## config.mk

```make
export PLATFORM = sky130hd
export DESIGN_NAME = alu_op_issuer
export DESIGN_NICKNAME = d
export VERILOG_FILES = /design/src/rtl/alu_pkg.sv /design/src/rtl/alu_cmd_fifo.sv /design/src/rtl/alu_op_issuer.sv
export SDC_FILE = /design/constraint.sdc
export NUM_CORES = 1
export LEC_CHECK = 0
export CORE_ASPECT_RATIO = 2
export CORE_UTILIZATION = 49
export DETAILED_ROUTE_END_ITERATION = 12
export GPL_TIMING_DRIVEN = 0
export PLACE_DENSITY = 0.77
export SYNTH_ARGS = -nofsm -noshare
export SYNTH_HDL_FRONTEND = slang
export SYNTH_SLANG_ARGS = --single-unit
```

## constraint.sdc

```tcl
create_clock -name clk -period 1.85 [get_ports clk]
set_input_delay 0.37 -clock clk [delete_from_list [all_inputs] [get_ports clk]]
set_output_delay 0.37 -clock clk [all_outputs]
set_load 0.03 [all_outputs]
```

## src/rtl/alu_pkg.sv

```systemverilog
// Shared types for the ALU operation issuer: opcodes, FSM states and the
// illegal-opcode test.
package alu_pkg;

    typedef enum logic [2:0] {
        OP_ADD = 3'b000,
        OP_SUB = 3'b001,
        OP_AND = 3'b010,
        OP_XOR = 3'b011
    } alu_op_e;

    typedef enum logic [1:0] {
        S_IDLE,
        S_LOAD,
        S_EXEC,
        S_RESP
    } state_e;

    // Every opcode with the top bit set is reserved.
    function automatic logic is_illegal_op(input logic [2:0] op);
        return op[2];
    endfunction

endpackage

```

## src/rtl/alu_cmd_fifo.sv

```systemverilog
// Command FIFO holding {use_acc, opcode, a, b}; DEPTH must be a power of two
// so the pointers wrap naturally.
module alu_cmd_fifo #(
    parameter int N     = 8,
    parameter int DEPTH = 4
) (
    input  logic             clk,
    input  logic             rst_n,
    input  logic             push_i,
    input  logic [2*N+3:0]   data_i,
    input  logic             pop_i,
    output logic [2*N+3:0]   data_o,
    output logic             full_o,
    output logic             empty_o
);
    localparam int AW = $clog2(DEPTH);

    logic [2*N+3:0] mem_q [DEPTH];
    logic [AW-1:0]  wr_ptr_q;
    logic [AW-1:0]  rd_ptr_q;
    logic [AW:0]    count_q;
    logic           push_ok;
    logic           pop_ok;

    // Count tops out at DEPTH == 2**AW, so its MSB alone flags full.
    assign full_o  = count_q[AW];
    assign empty_o = (count_q == '0);
    assign push_ok = push_i && !full_o;
    assign pop_ok  = pop_i && !empty_o;
    assign data_o  = mem_q[rd_ptr_q];

    always_ff @(posedge clk) begin
        if (push_ok) begin
            mem_q[wr_ptr_q] <= data_i;
        end
    end

    always_ff @(posedge clk or negedge rst_n) begin
        if (!rst_n) begin
            wr_ptr_q <= '0;
            rd_ptr_q <= '0;
            count_q  <= '0;
        end else begin
            if (push_ok) begin
                wr_ptr_q <= wr_ptr_q + 1'b1;
            end
            if (pop_ok) begin
                rd_ptr_q <= rd_ptr_q + 1'b1;
            end
            case ({push_ok, pop_ok})
                2'b10:   count_q <= count_q + 1'b1;
                2'b01:   count_q <= count_q - 1'b1;
                default: count_q <= count_q;
            endcase
        end
    end

endmodule

```

## src/rtl/alu_op_issuer.sv

```systemverilog
// Buffers ALU commands, drives registered operands to an external ALU and
// returns one held response per command, keeping a result accumulator.
module alu_op_issuer
    import alu_pkg::*;
#(
    parameter int N     = 8,
    parameter int DEPTH = 4
) (
    input  logic         clk,
    input  logic         rst_n,
    input  logic         cmd_valid,
    output logic         cmd_ready,
    input  logic [2:0]   cmd_opcode,
    input  logic [N-1:0] cmd_a,
    input  logic [N-1:0] cmd_b,
    input  logic         cmd_use_acc,
    output logic [N-1:0] alu_a,
    output logic [N-1:0] alu_b,
    output logic [2:0]   alu_opcode,
    input  logic [N-1:0] alu_result,
    output logic         rsp_valid,
    input  logic         rsp_ready,
    output logic [N-1:0] rsp_result,
    output logic         rsp_err,
    output logic [N-1:0] acc
);
    localparam int W = 2 * N + 4;

    state_e       state_q;
    logic [W-1:0] fifo_wdata;
    logic [W-1:0] head;
    logic         fifo_full;
    logic         fifo_empty;
    logic         push;
    logic         pop;
    logic         head_use_acc;
    logic [2:0]   head_op;
    logic [N-1:0] head_a;
    logic [N-1:0] head_b;
    logic [N-1:0] alu_a_q;
    logic [N-1:0] alu_b_q;
    logic [2:0]   alu_op_q;
    logic         err_q;
    logic         rsp_valid_q;
    logic [N-1:0] rsp_result_q;
    logic         rsp_err_q;
    logic [N-1:0] acc_q;
    logic [N-1:0] result_d;

    assign cmd_ready  = !fifo_full;
    assign push       = cmd_valid && !fifo_full;
    assign pop        = (state_q == S_LOAD);
    assign fifo_wdata = {cmd_use_acc, cmd_opcode, cmd_a, cmd_b};

    alu_cmd_fifo #(
        .N     (N),
        .DEPTH (DEPTH)
    ) u_fifo (
        .clk     (clk),
        .rst_n   (rst_n),
        .push_i  (push),
        .data_i  (fifo_wdata),
        .pop_i   (pop),
        .data_o  (head),
        .full_o  (fifo_full),
        .empty_o (fifo_empty)
    );

    assign head_use_acc = head[W-1];
    assign head_op      = head[W-2 -: 3];
    assign head_a       = head[2*N-1 -: N];
    assign head_b       = head[N-1:0];

    // Illegal commands return all-ones and leave the accumulator alone.
    assign result_d = err_q ? {N{1'b1}} : alu_result;

    always_ff @(posedge clk or negedge rst_n) begin
        if (!rst_n) begin
            state_q      <= S_IDLE;
            alu_a_q      <= '0;
            alu_b_q      <= '0;
            alu_op_q     <= 3'b000;
            err_q        <= 1'b0;
            rsp_valid_q  <= 1'b0;
            rsp_result_q <= '0;
            rsp_err_q    <= 1'b0;
            acc_q        <= '0;
        end else begin
            case (state_q)
                S_IDLE: begin
                    if (!fifo_empty) begin
                        state_q <= S_LOAD;
                    end
                end
                S_LOAD: begin
                    alu_a_q  <= head_use_acc ? acc_q : head_a;
                    alu_b_q  <= head_b;
                    alu_op_q <= head_op;
                    err_q    <= is_illegal_op(head_op);
                    state_q  <= S_EXEC;
                end
                S_EXEC: begin
                    rsp_result_q <= result_d;
                    rsp_err_q    <= err_q;
                    rsp_valid_q  <= 1'b1;
                    if (!err_q) begin
                        acc_q <= result_d;
                    end
                    state_q <= S_RESP;
                end
                S_RESP: begin
                    if (rsp_ready) begin
                        rsp_valid_q <= 1'b0;
                        state_q     <= fifo_empty ? S_IDLE : S_LOAD;
                    end
                end
                default: state_q <= S_IDLE;
            endcase
        end
    end

    assign alu_a      = alu_a_q;
    assign alu_b      = alu_b_q;
    assign alu_opcode = alu_op_q;
    assign rsp_valid  = rsp_valid_q;
    assign rsp_result = rsp_result_q;
    assign rsp_err    = rsp_err_q;
    assign acc        = acc_q;

endmodule

```

==> impl_metrics.yaml, run 1 <==
placement:
  dp.cells: 481
  place_congestion: 0.6834
  hpwl_um: 6124
  port_buffers: 69
  postPlaceCellArea_sq_um: 5834
floorplanning:
  dieArea_sq_um: 10510
  die_w_um: 73.00
  ios: 70
  die_y_um: 144.0
  num_rows: 51
  initial_utilization_pct: 50.60
  core_area_sq_um: 9763
clock_network:
  clkTransAtPathRegs_ps: 60
  cts.sink_count: 126
  cts_made_buffers: 17
  cts_max_path_buffers: 2
  cts-root-buf: "clkbuf_16"
  clk_latency_ps: 410
  cts_max_level: 4
  cts_tree: "built"
yosys:
  synth.distinct_cells: 28
  synthFlopType: "edfxtp_1"
  yosysTopAreaCellShare_pct: 48.63
  synth-seq-cells: 126
  synth_top_cell_by_area: "edfxtp_1"
  synthCells: 279
  synth.avg_cell_area_sq_um: 17.71
  synthArstFlopShare_pct: 36.51
  syn_nets: 322
  netlist_top_cells_area: "edfxtp_1, dfrtp_1, mux4_2"
  synth_seq_area_share_pct: 71.94
  synth_edf_count: 80
  ys_top_cells_by_count: "edfxtp_1, dfrtp_1, nor2_1"
  ys_warn_count: 0
  syn_area_sq_um: 4940
  synth.most_common_cell: "edfxtp_1"
critical_path:
  start_kind: "register"
  crit_required_ps: 2180
  r2r-start: "state_q[0]$_DFFE_PN0P_"
  path_max_fanout: 3
  crit_end: "u_fifo.count_q[2]$_DFFE_PN0P_"
  arrival_ps: 2170
  crit_slowest_cell: "dfrtp_1"
  startpoint: "state_q[0]$_DFFE_PN0P_"
  r2r-end: "u_fifo.count_q[2]$_DFFE_PN0P_"
  cpPeakStageDelay_ps: 440
  crit_path_end_kind: "register"
  path_cells: "ha_4 > o31a_1 > ha_2 > inv_1 > fa_2 > xor2_1 > nor2_1 > xnor2_1"
  crit_type: "register to register"
  reg2regPathDepth: 8
  r2r_slack_ps: 10
sta:
  fmax_mhz: 544.6
  fin_skew_ps: 5.973
  worst_hold_slack_ps: 442.8
  setup_viol: 0
  min_period_ps: 1836
  rsz0062_at_grt: "yes"
  drv_slew: 0
  final-hold-violation-count: 0
  tightest_slew_ps: 743.3
  fin_crit_sh_pct: 99.26
  slew-limit-headroom_pct: 50.45
final_layout:
  area_growth_pct: 33.46
  fin_area_sq_um: 6593
  instances_no_fill: 521
  final_nets: 417
  layout-drive-gt1-share_pct: 24.81
  utilization_pct: 67.53
min_path:
  hold_class: "input port to async pin"
detailed_routing:
  drc_errors: 0
  drt_wl_total_um: 9420
  drtIter0Drc: 120
  via_per_inst: 5.182
  wl_per_cell_um: 18.08
  firstDrtPassIters: 4
  num_vias: 2700
  drtAntennaViolNets: 0
outcome:
  outcome: "completed"
power_and_ir_drop:
  p_leak_uw: 0.002598
  p_per_area_nw_per_um2: 1892
  ir_drop_v: 0.001150
grt:
  overflow: 0
  grt_use_total_pct: 20.44
  antenna_found_initial: 2
  grt_pass1_vias: 2978
  grt_pass1_wl_um: 15040
  grt_max_degree: 32
job:
  maxCapViolations: 0
==> area by class of cell <==
type,instances,area (sq um)
multi-input cells,128,1299
repair buffers,78,794.5
flip-flops and latches,126,3553
fillers,648,3171
clock inverters,15,235.2
plain buffers,12,73.82
clock buffers,17,425.4
inverters,11,41.29
diodes,2,5.005
well taps,132,165.2
==> state kept, by name, indices dropped and copies added, names as in the netlist, 3 cells and up <==
name            count
acc                 8
alu_a               8
alu_b               8
alu_opcode          3
rsp_result          8
u_fifo.count_q      3
u_fifo.mem_q       80
==> power breakdown <==
part	switching (uW)	total, uW	internal, uW
sequential	426	4240	3810
combinational	2470	4580	2110
clock	1240	3660	2420
==> critical path: cells and delay by family (launching register included) <==
family | cells | cell delay, ps
xor gates and xnor gates | 2 | 270
buffers and inverters | 1 | 50
DFF | 1 | 440
and+or+nand+nor | 1 | 120
adders and majority gates | 3 | 680
AOI/OAI and AO/OA | 1 | 180
==> placed cells by master (no fill, tap or decap), types with 2 or more instances in the layout <==
cell type / instances
diode_2: 2
xor2_1: 2
clkbuf_1: 5
and2_2: 4
buf_2: 2
dfrtp_1: 46
xnor2_1: 4
o21ai_0: 2
buf_4: 8
ha_1: 7
nand2_1: 3
inv_6: 3
inv_1: 10
ha_4: 2
mux2_2: 21
dlygate4sd2_1: 9
nor2_1: 27
clkinv_4: 4
clkbuf_16: 17
edfxtp_1: 80
nor2b_1: 3
a21oi_1: 17
mux4_2: 19
mux2i_1: 8
buf_6: 3
bufinv_16: 5
clkdlybuf4s50_1: 44
dlymetal6s2s_1: 15
==> what timing repair did <==
item	in CTS	in global routing
endpoints found under the setup margin	103	25
setup buffers	4	3
hold endpoints to repair	15	0
hold buffers	1	0
pin swaps	0	3
gates resized for setup	15	16
==> per-layer routing <==
layer	vias to the layer above	GRT usage, %	share of wire [%]	wire, um
li1	1226	-	-	-
met1	1381	20.71	35	3297
met2	75	36.45	59	5526
met3	18	6.202	3.3	312
met4	0	11.04	3.0	285
met5	-	0	0	0
==> how the worst min path moves through the flow <==
stage                                      to  slack [ps]  cells past startpoint
global placement          rsp_err$_DFFE_PN0P_         490                      1
floorplan                  acc[0]$_DFFE_PN0P_          70                      0
global route        alu_opcode[1]$_DFFE_PN0N_         480                      2
detailed placement  alu_opcode[1]$_DFFE_PN0N_         350                      1
CTS                 alu_opcode[1]$_DFFE_PN0N_         450                      2
finish              alu_opcode[1]$_DFFE_PN0N_         440                      2
==> per-stage QoR <==
stage	TNS [ps]	setup slack, ps	power, uW
after global placement	-103020	-941.4	8660
after floorplan	-78.92	-78.92	7248
after detailed placement	-62080	-791.7	8848
final	0	13.76	12480
after CTS	0	2.955	12540
after global routing	-43.39	-43.39	13090
==> cell families (layout without fill, tap and decap cells) <==
group                      count (synthesis)  after routing  synth area share [%]
other                                      0              2                     0
muxes                                     49             49                 15.60
and+or+nand+nor                           39             39                 3.394
DFF                                      126            126                 71.93
adders and majority gates                 11             11                 2.938
buffers and inverters                     25            133                 2.482
AOI/OAI and AO/OA                         23             23                 2.584
xor gates and xnor gates                   6              6                 1.064
(Power assumes the default switching activity.)
==> run 2, diff against run 1 <==
--- a/config.mk
+++ b/config.mk
@@ -6,10 +6,9 @@
 export NUM_CORES = 1
 export LEC_CHECK = 0
 export CORE_ASPECT_RATIO = 2
-export CORE_UTILIZATION = 49
+export CORE_UTILIZATION = 54
 export DETAILED_ROUTE_END_ITERATION = 12
-export GPL_TIMING_DRIVEN = 0
-export PLACE_DENSITY = 0.77
+export PLACE_DENSITY = 0.8
 export SYNTH_ARGS = -nofsm -noshare
 export SYNTH_HDL_FRONTEND = slang
 export SYNTH_SLANG_ARGS = --single-unit
==> constraint.sdc (replaced) <==
create_clock -name clk -period 2.1 [get_ports clk]
set_input_delay 0.42 -clock clk [delete_from_list [all_inputs] [get_ports clk]]
set_output_delay 0.42 -clock clk [all_outputs]
set_load 0.03 [all_outputs]
==> run 2 against run 1 <==
Non-clock buffer count decreased by 5. Count of clock-buffer cells in the layout increased by 6. Cell count shrank 7.1%. Largest cell class unchanged.
==> impl_metrics.yaml, run 2 (synthesis gave the netlist of run 1 again) <==
outcome:
  outcome: "completed"
clock_network:
  cts-root-buf: "clkbuf_16"
  cts_made_buffers: 17
  cts_max_level: 4
  cts_max_path_buffers: 2
  clkTransAtPathRegs_ps: 50
  clk_latency_ps: 410
  cts_tree: "built"
  cts_hold_buf: 0
  cts.sink_count: 126
final_layout:
  seqCellArea_sq_um: 3555
  multi_input_area_sq_um: 1264
  area_growth_pct: 29.61
  layout-drive-gt1-share_pct: 21.99
  final_common_cell: "edfxtp_1"
  fillCellCount: 586
  instances_no_fill: 484
  largest_reg_flops: 80
  layout_common_cells: "edfxtp_1, clkdlybuf4s50_1, dfrtp_1"
  insertedDiodeCount: 0
  final_nets: 412
  top_register: "u_fifo.mem_q"
critical_path:
  r2r-start: "state_q[1]$_DFFE_PN0P_"
  arrival_ps: 1600
  r2r-end: "u_fifo.count_q[2]$_DFFE_PN0P_"
  r2r_slack_ps: 120
  crit_type: "register to output port"
  crit_path_end_kind: "output port"
  crit_required_ps: 1680
  path_max_fanout: 4
  reg2regPathDepth: 9
  start_kind: "register"
grt:
  grt_pass1_wl_um: 14390
  antenna_found_initial: 0
  grt_pass1_vias: 2768
  grt_max_degree: 47
  grt_use_total_pct: 21.36
  overflow: 0
placement:
  hpwl_um: 5760
  dp.cells: 449
  place_congestion: 0.7102
  port_buffers: 69
sta:
  setup_viol: 0
  rsz0062_at_grt: "no"
  fmax_mhz: 495.1
  fin_crit_sh_pct: 96.19
  slew-limit-headroom_pct: 59.23
  fin_skew_ps: 7.558
  min_period_ps: 2020
  tightest_slew_ps: 611.5
  drv_slew: 0
  final-hold-violation-count: 0
detailed_routing:
  wl_per_cell_um: 18.60
  drt_wl_total_um: 9002
  via_per_inst: 5.533
  routedLengthMet1_um: 3261
  wl_met2_um: 5146
  drtIter0Drc: 117
  num_vias: 2678
  drtAntennaViolNets: 0
  drc_errors: 0
  highest_layer: "met4"
  wl_met3_um: 390
  firstDrtPassIters: 4
power_and_ir_drop:
  p_leak_uw: 0.002423
  p_per_area_nw_per_um2: 1633
  p_total_uw: 10460
  ir_drop_v: 0.0009614
floorplanning:
  die_w_um: 69.63
  initial_utilization_pct: 55.19
  die_y_um: 137.3
  num_rows: 49
  ios: 70
  dieArea_sq_um: 9557
  core_area_sq_um: 8951
job:
  maxCapViolations: 0
min_path:
  hold_class: "input port to async pin"
run 2: cell types whose count changed in the layout (fill, tap and decap cells not counted), moves of 4 or more:
cell	delta
and2_1	+4
and2_2	-4
buf_4	+4
clkdlybuf4s50_1	+24
clkinv_4	-4
dlygate4sd2_1	-9
dlymetal6s2s_1	-15
run 2: final cells by class:
type                            count  share of cell area, %
Timing Repair Buffer               85                  13.37
Clock buffer                       23                  7.309
Tap cell                          102                  1.993
Sequential cell                   126                  55.52
Multi-Input combinational cell    128                  19.74
Clock inverter                      9                  1.427
Inverter                           11                 0.6449
run 2: worst max-delay path by stage:
stage                                             start                       endpoint  slack, ps  cells past startpoint
final                     u_fifo.count_q[2]$_DFFE_PN0P_                      cmd_ready         80                      2
after global routing             state_q[1]$_DFFE_PN0P_  u_fifo.count_q[2]$_DFFE_PN0P_          7                      9
after CTS                        state_q[1]$_DFFE_PN0P_  u_fifo.count_q[2]$_DFFE_PN0P_          1                      9
after detailed placement                      cmd_valid  u_fifo.count_q[2]$_DFFE_PN0P_        -30                      9
after global placement                        cmd_valid  u_fifo.count_q[2]$_DFFE_PN0P_         60                      9
after floorplan                  state_q[1]$_DFFE_PN0P_  u_fifo.count_q[2]$_DFFE_PN0P_         50                     10
run 2: worst max-delay path, stage by stage, from the launching register on:
cell and delay (ps):
dfrtp_1 420, inv_1 100, clkdlybuf4s50_1 670
run 2: report_power, final:
| part | total [uW] | internal, uW | switching, uW |
|---|---|---|---|
| logic | 4010 | 1900 | 2110 |
| clock network | 2720 | 1780 | 934 |
| registers | 3730 | 3360 | 364 |
run 2: routing by layer:
metal	vias to the layer above	global-route usage, %
li1	1221	-
met1	1361	22.48
met2	81	37.38
met3	15	6.511
met4	0	12.78
met5	-	0
run 2: metrics by stage:
stage | setup slack (ps) | hold WS [ps] | setup TNS [ps] | instance area (sq um) | util (%)
3_3_place_gp | 64.79 | 490.9 | 0 | 5819 | 65.01
5_1_grt | 6.628 | 155.8 | 0 | 6402 | 71.53
2_1_floorplan | 48.69 | 124.4 | 0 | 4940 | -
3_5_place_dp | -29.92 | 501.1 | -29.92 | 5819 | 65.01
4_1_cts | 1.470 | 130.9 | 0 | 6379 | 71.26
6_report | 80.03 | 108.0 | 0 | 6402 | 71.53
run 2: timing repair:
item	in CTS	in global routing
setup endpoints to repair	0	1
gates resized for setup	0	2
buffers inserted	0	3
==> run 3, diff against run 2 <==
==> constraint.sdc (replaced) <==
create_clock -name clk -period 2.1 [get_ports clk]
set_input_delay 0.525 -clock clk [delete_from_list [all_inputs] [get_ports clk]]
set_output_delay 0.525 -clock clk [all_outputs]
set_load 0.03 [all_outputs]
==> run 3 against run 2 <==
Combinational power about the same. Worst setup slack better by 22 ps. Clock power up 12%. Clock skew down 0.74 ps. Register-to-register slack about the same. First-iteration DRC count down 10%. Core utilization up 0.70 points. Global-route usage down 0.61 points. Critical endpoint is now acc[6]. Largest power group unchanged. Highest routed layer unchanged.
==> impl_metrics.yaml, run 3 (synthesis gave the netlist of run 1 again) <==
min_path:
  hold_class: "input port to async pin"
final_layout:
  fin_area_sq_um: 6465
  final_nets: 411
  final_common_cell: "edfxtp_1"
  layout_common_cells: "edfxtp_1, clkdlybuf4s50_1, dfrtp_1"
  utilization_pct: 72.23
  top_register: "u_fifo.mem_q"
  largest_reg_flops: 80
  instances_no_fill: 483
  area_growth_pct: 30.88
  insertedDiodeCount: 0
  layout-drive-gt1-share_pct: 22.57
placement:
  dp.cells: 450
  port_buffers: 69
  hpwl_um: 5744
  place_congestion: 0.7138
  postPlaceCellArea_sq_um: 5827
detailed_routing:
  firstDrtPassIters: 5
  num_vias: 2670
  drtAntennaViolNets: 0
  drt_wl_total_um: 8730
  wl_per_cell_um: 18.07
  via_per_inst: 5.528
  drtIter0Drc: 105
  drc_errors: 0
floorplanning:
  core_area_sq_um: 8951
  ios: 70
  die_y_um: 137.3
  die_w_um: 69.63
  dieArea_sq_um: 9557
  num_rows: 49
  initial_utilization_pct: 55.19
sta:
  rsz0062_at_grt: "no"
  tightest_slew_ps: 635.6
  slew-limit-headroom_pct: 57.63
  drv_slew: 0
  setup_viol: 0
  min_period_ps: 1998
  fin_skew_ps: 6.820
  final-hold-violation-count: 0
  fmax_mhz: 500.4
  fin_crit_sh_pct: 95.16
grt:
  antenna_found_initial: 0
  grt_pass1_wl_um: 14390
  grt_pass1_vias: 2898
  grt_use_total_pct: 20.75
  grt_max_degree: 47
  overflow: 0
critical_path:
  r2r_slack_ps: 130
  crit_type: "register to output port"
  path_cells: "clkdlybuf4s50_1"
  crit_required_ps: 1570
  r2r-end: "u_fifo.count_q[2]$_DFFE_PN0P_"
  crit_end: "acc[6]"
  cp_num_cells: 1
  reg2regPathDepth: 9
  r2r-start: "state_q[1]$_DFFE_PN0P_"
  crit_slowest_cell: "clkdlybuf4s50_1"
  arrival_ps: 1470
  start_kind: "register"
  crit_buf_inv: 1
  path_max_fanout: 3
  crit_path_end_kind: "output port"
  cpPeakStageDelay_ps: 680
  startpoint: "acc[6]$_DFFE_PN0P_"
  crit_family: "buffers and inverters"
power_and_ir_drop:
  ir_drop_v: 0.001190
  clkPwrFrac_pct: 28.2
  seqPwrFrac_pct: 34.6
  p_switching_uw: 3456
  p_comb_share_pct: 37.1
  p_per_area_nw_per_um2: 1664
  intPower_uw: 7302
  p_sw_share_pct: 32.13
  p_leak_uw: 0.002447
clock_network:
  clkTransAtPathRegs_ps: 50
  clk_latency_ps: 410
  cts_max_level: 4
  cts_made_buffers: 17
  cts_max_path_buffers: 2
  cts_tree: "built"
  cts-root-buf: "clkbuf_16"
  cts.sink_count: 126
job:
  maxCapViolations: 0
outcome:
  outcome: "completed"
-- run 3: changes by cell type in the layout (fill, tap and decap cells not counted), sizes merged --
| cell | delta |
|---|---|
| clkinv | -2 |
| buf | -1 |
| bufinv | +2 |
| clkdlybuf4s50 | -1 |
| dlygate4sd2 | +1 |
| clkbuf | -3 |
| clkinvlp | +3 |
-- run 3: worst reg2reg max path: cells and delay by family (launching register included) --
kind	cells	cell delay (ps)
simple gates	1	110
xor+xnor	2	270
fa+ha+maj	3	740
buf+inv	2	190
compound gates	1	170
flops	1	420
-- run 3: final cells by class --
type	instances	area, sq um
multi-input cells	128	1264
clock inverters	12	165.2
fillers	578	2486
inverters	11	41.29
clock buffers	20	466.7
well taps	102	127.6
flip-flops and latches	126	3553
repair buffers	84	847.1
-- run 3: per-stage QoR --
stage / hold WS (ps) / total power [uW] / setup WS (ps) / setup TNS, ps
2_1_floorplan: 229.4 / 6343 / 48.69 / 0
3_3_place_gp: 490.2 / 7607 / -27.61 / -27.61
3_5_place_dp: 494.9 / 7779 / -83.50 / -135.6
4_1_cts: 237.8 / 10850 / 81.25 / 0
5_1_grt: 274.7 / 11290 / 13.75 / 0
6_report: 224.4 / 10760 / 101.6 / 0
-- run 3: metal layers --
metal / GRT usage (%) / vias to the layer above / part of all wire (%)
met1: 21.55 / 1339 / 36
met4: 9.667 / 0 / 2.5
met5: 0 / - / 0
met3: 6.437 / 21 / 5.1
met2: 37.86 / 96 / 57
li1: - / 1214 / -
-- run 3: worst min path at each step --
stage / startpoint / slack, ps / endpoint
finish: rst_n / 220 / alu_a[4]$_DFFE_PN0N_
global placement: alu_opcode[1]$_DFFE_PN0N_ / 490 / alu_opcode[1]$_DFFE_PN0N_
detailed placement: rsp_err$_DFFE_PN0P_ / 490 / rsp_err$_DFFE_PN0P_
CTS: rst_n / 240 / alu_opcode[1]$_DFFE_PN0N_
floorplan: rst_n / 230 / acc[0]$_DFFE_PN0P_
global route: rst_n / 270 / alu_b[0]$_DFFE_PN0N_
-- run 3: power groups by stage --
stage	registers, uW	clock network [uW]	logic, uW
2_1_floorplan	4390	0	1950
6_report	3720	3040	4000
5_1_grt	3810	3180	4300
3_3_place_gp	3710	0	3900
4_1_cts	3730	3070	4050
3_5_place_dp	3770	0	4010
-- run 3: repair_timing --
| action | in CTS | in global routing |
|---|---|---|
| buffers inserted | 0 | 1 |
| pin swaps | 0 | 0 |
| hold buffers | 0 | 0 |
| setup endpoints to repair | 1 | 1 |
| resized for setup | 1 | 0 |
